**config.mk**
```make
export PLATFORM = sky130hd
export DESIGN_NAME = serial_subtractor
export DESIGN_NICKNAME = d
export VERILOG_FILES = /design/src/rtl/serial_subtractor.sv
export SDC_FILE = /design/constraint.sdc
export NUM_CORES = 1
export LEC_CHECK = 0
export BUFFER_PORTS_ARGS = -buffer_cell sky130_fd_sc_hd__clkbuf_2
export CORE_UTILIZATION = 59
export DETAILED_ROUTE_END_ITERATION = 8
export PLACE_DENSITY = 0.89
export SYNTH_ARGS = -nofsm -noshare
export SYNTH_HDL_FRONTEND = slang
export SYNTH_SLANG_ARGS = --single-unit
```
**constraint.sdc**
```tcl
create_clock -name clk -period 3.6 [get_ports clk]
set_clock_uncertainty 0.05 [all_clocks]
set_input_delay 0.18 -clock clk [delete_from_list [all_inputs] [get_ports clk]]
set_output_delay 0.18 -clock clk [all_outputs]
set_load 0.005 [all_outputs]
```
**src/rtl/serial_subtractor.sv**
```systemverilog
// serial_subtractor
//
// Digit-serial unsigned subtractor: computes a - b - bin over WIDTH bits,
// DIGIT bits per clock, carrying the borrow between steps in a register.
// A start/ready/done handshake sequences each operation. All outputs come
// straight from registers.
//
// Parameters:
//   WIDTH  operand/result width (must be a multiple of DIGIT)
//   DIGIT  bits processed per clock
//
// Ports:
//   clk    rising-edge clock
//   rst_n  asynchronous active-low reset
//   start  request a subtraction, sampled only while ready=1
//   a, b   minuend / subtrahend, captured on an accepted start
//   bin    borrow-in, captured on an accepted start
//   ready  idle, a start will be accepted
//   done   one-cycle pulse when diff/bout/zero have just been updated
//   diff   a - b - bin mod 2^WIDTH
//   bout   borrow-out, 1 iff a < b + bin
//   zero   1 iff diff == 0 (meaningful after the first done)

module serial_subtractor #(
  parameter int WIDTH = 16,
  parameter int DIGIT = 4
) (
  input  logic             clk,
  input  logic             rst_n,
  input  logic             start,
  input  logic [WIDTH-1:0] a,
  input  logic [WIDTH-1:0] b,
  input  logic             bin,
  output logic             ready,
  output logic             done,
  output logic [WIDTH-1:0] diff,
  output logic             bout,
  output logic             zero
);

  localparam int STEPS = WIDTH / DIGIT;
  localparam int CW    = (STEPS > 1) ? $clog2(STEPS) : 1;

  typedef enum logic {
    IDLE = 1'b0,
    RUN  = 1'b1
  } state_t;

  state_t state, nextState;

  // Working registers: operands shift right one digit per step while the
  // result fills in from the top, so the first (lowest) digit computed ends
  // up at the bottom after STEPS steps.
  logic [WIDTH-1:0] ar;
  logic [WIDTH-1:0] br;
  logic             brw;
  logic [WIDTH-1:0] wres;
  logic [CW-1:0]    cnt;

  logic [DIGIT:0]   dstep;
  logic [WIDTH-1:0] arShift;
  logic [WIDTH-1:0] brShift;
  logic [WIDTH-1:0] resNext;
  logic             accept;
  logic             lastStep;
  logic             unused_bits;

  // One digit of subtraction in DIGIT+1 bits; the MSB is the borrow out of
  // this digit.
  assign dstep = {1'b0, ar[DIGIT-1:0]} - {1'b0, br[DIGIT-1:0]} - {{DIGIT{1'b0}}, brw};

  // With a single step there is nothing to shift and the working result is
  // never read; otherwise the lowest working-result digit falls off the
  // bottom each step.
  generate
    if (STEPS == 1) begin : g_single
      assign arShift     = '0;
      assign brShift     = '0;
      assign resNext     = dstep[DIGIT-1:0];
      assign unused_bits = ^wres;
    end else begin : g_multi
      assign arShift     = {{DIGIT{1'b0}}, ar[WIDTH-1:DIGIT]};
      assign brShift     = {{DIGIT{1'b0}}, br[WIDTH-1:DIGIT]};
      assign resNext     = {dstep[DIGIT-1:0], wres[WIDTH-1:DIGIT]};
      assign unused_bits = ^wres[DIGIT-1:0];
    end
  endgenerate

  assign ready = (state == IDLE);

  // State register.
  always_ff @(posedge clk or negedge rst_n) begin
    if (!rst_n) begin
      state <= IDLE;
    end else begin
      state <= nextState;
    end
  end

  // Next-state logic and the accept/last-step strobes used by the datapath.
  always_comb begin
    nextState = state;
    accept    = 1'b0;
    lastStep  = 1'b0;
    case (state)
      IDLE: begin
        if (start) begin
          accept    = 1'b1;
          nextState = RUN;
        end
      end
      RUN: begin
        if (cnt == CW'(STEPS - 1)) begin
          lastStep  = 1'b1;
          nextState = IDLE;
        end
      end
      default: nextState = IDLE;
    endcase
  end

  // Datapath: capture on accept, one digit per RUN edge, publish results
  // and pulse done on the last step. Results hold between operations.
  always_ff @(posedge clk or negedge rst_n) begin
    if (!rst_n) begin
      ar   <= '0;
      br   <= '0;
      brw  <= 1'b0;
      wres <= '0;
      cnt  <= '0;
      diff <= '0;
      bout <= 1'b0;
      zero <= 1'b0;
      done <= 1'b0;
    end else begin
      done <= 1'b0;
      if (accept) begin
        ar   <= a;
        br   <= b;
        brw  <= bin;
        wres <= '0;
        cnt  <= '0;
      end else if (state == RUN) begin
        ar   <= arShift;
        br   <= brShift;
        brw  <= dstep[DIGIT];
        wres <= resNext;
        cnt  <= cnt + CW'(1);
        if (lastStep) begin
          diff <= resNext;
          bout <= dstep[DIGIT];
          zero <= (resNext == '0);
          done <= 1'b1;
        end
      end
    end
  end

endmodule

```
# Yosys cells after proc, flatten, opt, wreduce, memory -nomap -nowiden

Index checks and enable logic that the tools add are counted.

Input port bits: 36
Output and inout bits: 20
Bits in registers: 71
Logic and storage cells: 38

Muxes and demuxes: 19
Eq/ne operators: 1
Reduce and logical (&&, ||, !) cells: 3
Add/sub/neg operators: 3
Bitwise gates (word level): 2

Operator list:

| cell                                                           | number |
|---|---|
| 16-bit 2-to-1 mux                                              | 6 |
| 16-bit logical NOT                                             | 1 |
| 1-bit 2-to-1 mux                                               | 10 |
| 4-bit by 4-bit subtractor with 5-bit output                    | 1 |
| 5-bit by 1-bit subtractor with 5-bit output                    | 1 |
| 2-bit 2-to-1 mux                                               | 2 |
| 3-bit AND reduction                                            | 1 |
| 2-bit by 1-bit adder with 2-bit output (second input constant) | 1 |
| 2-bit equality test (second input constant)                    | 1 |
| 1-bit NOT                                                      | 2 |
| 1-bit one-hot mux with 2 select lines                          | 1 |
| 2-bit nonzero test                                             | 1 |

# Logic depth before layout (Yosys ltp)

Depth in word-level cells: 6
Depth in mapped cells: 8
Gate-level depth less buffers: 8

# Least setup slack after synthesis

No wires, ideal clock.

Kind: register to register
Start: register ar[0]
End: register zero
Data arrival time: 2.348 ns
Library setup time: 0.092 ns
Path slack: 1.110 ns
Cell stages (with the launch flop): 7
Cell sequence: dfrtp_1 -> fa_1 -> fa_1 -> nor4_1 -> nand4_1 -> or4_1 -> o31ai_2

Cells in the longest elaborated chain, start to end: 3

RTL lines:

| what                                        | RTL line | text |
|---|---|---|
| from (decl)                                 | 54       | `logic [WIDTH-1:0] ar;` |
| from (signal assigned)                      | 144      | `ar <= arShift;` |
| 4-bit by 4-bit subtractor with 5-bit output | 70       | `assign dstep = {1'b0, ar[DIGIT-1:0]} - {1'b0, br[DIGIT-1:0]} - {{DIGIT{1'b0}}, brw};` |
| 5-bit by 1-bit subtractor with 5-bit output | 70       |  |
| via dstep[1]                                | 60       | `logic [DIGIT:0] dstep;` |
| 16-bit logical NOT                          | 152      | `zero <= (resNext == '0);` |
| to (signal assigned)                        | 152      |  |
| to (decl)                                   | 38       | `output logic zero` |

The timed path passes the listed nets, and every way through them passes these cells.
A chain may end at the register's enable or synchronous reset.

# Worst setup path in the final report

Same ends and word-level chain as after synthesis.

==> out/results.ini <==
[outcome]
status=finished clean

[sta]
setup_slack_ps=932
setup_violations=0
worst_pin_slew_ps=1010
min_period_ps=2670
fmax_mhz=375
hold_viol=0
whs_ps=22.3
rsz0062_at_grt=no
drv_slew=0
relSlewSlack_pct=33.0
period_share_pct=74.1
finalSetupTns_ps=0

[floorplan]
num_rows=25
core-area_um2=4720
ios=56
start_util_pct=61.7
die_h_um=72.3
dieArea_um2=5230
die_w_um=72.3

[place]
io_buffers=55
hpwlAfterDp_um=3730
place_congestion=0.835
pre_cts_ws_ps=938
dpl-instance-area_um2=3240

[global_routing]
grt_pass1_wl_um=9110
antenna_found_initial=0
globalRouteTotalUtil_pct=23.7
grt_pass1_vias=1971
gr-total-overflow=0
grt_max_degree=61

[power]
clkPwrFrac_pct=20.9
p_seq_share_pct=43.4
p_leak_uw=0.00176
power_frac_comb_pct=35.7
ir_drop_mv=0.438
internal-power_uw=1900
p_sw_uw=1040
power.density_nw_per_um2=855
p_sw_share_pct=35.3

[finish]
area_growth_pct=18.0
final_nets=348
antenna_cells=0
final_area_um2=3440
nFillCells=331
drive_above_1_share_pct=29.2

[synthesis]
synth_enable_flop_cells=0
synth_common_cells=dfrtp_1, nand2_1, mux2i_1, o21ai_0, mux2_2
yosys.cell_types.count=24
ys_warn_count=0
synth.largest_area_cell=dfrtp_1
ys_seq_elements=67
ys_seq_area_share_pct=57.5
yosysTopAreaCellShare_pct=57.5
ys_async_sr_fraction_pct=100
synth-main-ff-cell=dfrtp_1
synth.most_common_cell=dfrtp_1
synth_area_per_cell_um2=11.8
syn-cell-area_um2=2920
synthTopCellsByArea=dfrtp_1, mux2i_1, o21ai_0, mux2_2, nand2_1
syn_inst=248
syn-num-nets=293

[critical_path]
crit_type=register to register
reg2reg_from=ar[0]$_DFFE_PN0P_
startpoint=ar[0]$_DFFE_PN0P_
cp.arrival_ps=2870
critPathLaunchType=register
critPathBufInv=0
crit_slowest_cell=fa_1
end_kind=register
critPathTopFamily=adder cells
crit_top_cell=fa_1
cpPeakStageDelay_ps=520
required_ps=3800
worstPathCellList=fa_1 -> fa_1 -> nor4_1 -> nand4_1 -> or4_1 -> o31ai_2
crit_path_max_fanout=3

[clock_network]
clkLatencyLatePin_ps=350
numCtsBuffers=9
cts_num_sinks=67
clock_path_buffers=2
cts-root-buf=clkbuf_8
path_clk_slew_ps=70
cts_tree=yes
htree_levels=3

[drt]
drc_errors=0
wl_met3_um=239
postRouteWirelength_um=5320
avgRoutedWirePerCell_um=14.2
drtAntennaViolNets=0
wl_met1_um=2350
viasPerCell=5.25
drt_iter0_markers=131
vias=1967
wl_met2_um=2650
firstDrtPassIters=4
top_layer_used=met4

[worst_hold_path]
worstHoldStart=b[15]
hold_class=input port to register

[job]
drv_cap=0

[worst reg2reg max path, stage by stage, from the launching register on]
cell	delay, ps
dfrtp_1	400
fa_1	490
fa_1	520
nor4_1	290
nand4_1	110
or4_1	510
o31ai_2	200
[cell families (layout without fill, tap and decap cells)]
group,after synthesis,after routing,synth area share (%)
DFF,67,67,57.5
and+or+nand+nor,50,50,7.12
AOI/OAI and AO/OA,47,47,9.96
muxes,46,46,16.4
buffers and inverters,25,85,3.43
adders and majority gates,9,9,4.38
xor gates and xnor gates,4,4,1.20
[path summary, 6_finish.rpt]
check	to	slack, ps	cells after the start
max	zero$_DFFE_PN0P_	930	6
min	br[15]$_DFFE_PN0P_	20	3
max in group asynchronous	state$_DFF_PN0_	2140	3
min reg2reg	cnt[0]$_DFFE_PN0P_	440	1
max reg2reg	zero$_DFFE_PN0P_	930	6
min in group asynchronous	diff[13]$_DFFE_PN0P_	500	2
[final cells by class]
class,instances,area [um^2],share of cell area [%]
clock buffers,11,141,4.11
clock inverters,5,52.6,1.53
inverters,10,37.5,1.09
multi-input cells,156,1140,33.1
flip-flops and latches,67,1680,48.8
well taps,67,83.8,2.44
repair buffers,59,308,8.95
[power by group through the flow]
stage               Sequential (uW)  Combinational (uW)  Clock [uW]
floorplan                      1230                 780           0
global placement               1280                 995           0
detailed placement             1290                1060           0
CTS                            1280                1070         620
global route                   1320                1200         649
finish                         1280                1050         614
[per-layer routing]
metal / vias to the layer above / GRT usage, %
li1: 961 / -
met2: 47 / 38.8
met5: - / 0
met4: 0 / 11.8
met1: 950 / 29.8
met3: 9 / 5.28
[per-stage QoR]
stage	util, %	total power [uW]	cells
after detailed placement	68.5	2350	358
final	72.8	2940	375
after floorplan	-	2000	248
after global placement	68.5	2270	358
after global routing	72.8	3170	375
after CTS	72.8	2970	375
[sequential cells by signal, summed over array words and instances, names as in the netlist]
register  count
cnt           2
brw           1
diff         16
bout          1
state         1
zero          1
ar           16
wres         12
br           16
done          1
[timing repair]
item / CTS / global route
setup buffers: 0 / 0
hold buffers: 1 / 0
endpoints found under the hold margin: 37 / 0
gates resized for setup: 0 / 0
[layout by cell type, fill, tap and decap left out, types with 2 or more instances in the layout]
master / netlist / final
ha_1: 7 / 7
o21ai_0: 32 / 32
dfrtp_1: 67 / 66
or4_1: 2 / 2
nand2_1: 34 / 34
nor2_1: 9 / 9
buf_4: 0 / 3
fa_1: 2 / 2
inv_1: 10 / 10
clkbuf_8: 0 / 10
clkinv_2: 0 / 3
mux2_2: 14 / 14
mux2i_1: 32 / 32
a21oi_1: 2 / 2
a22o_1: 10 / 10
xnor2_1: 3 / 3
clkbuf_2: 0 / 54
No activity file was read; power rests on OpenSTA's default activity.
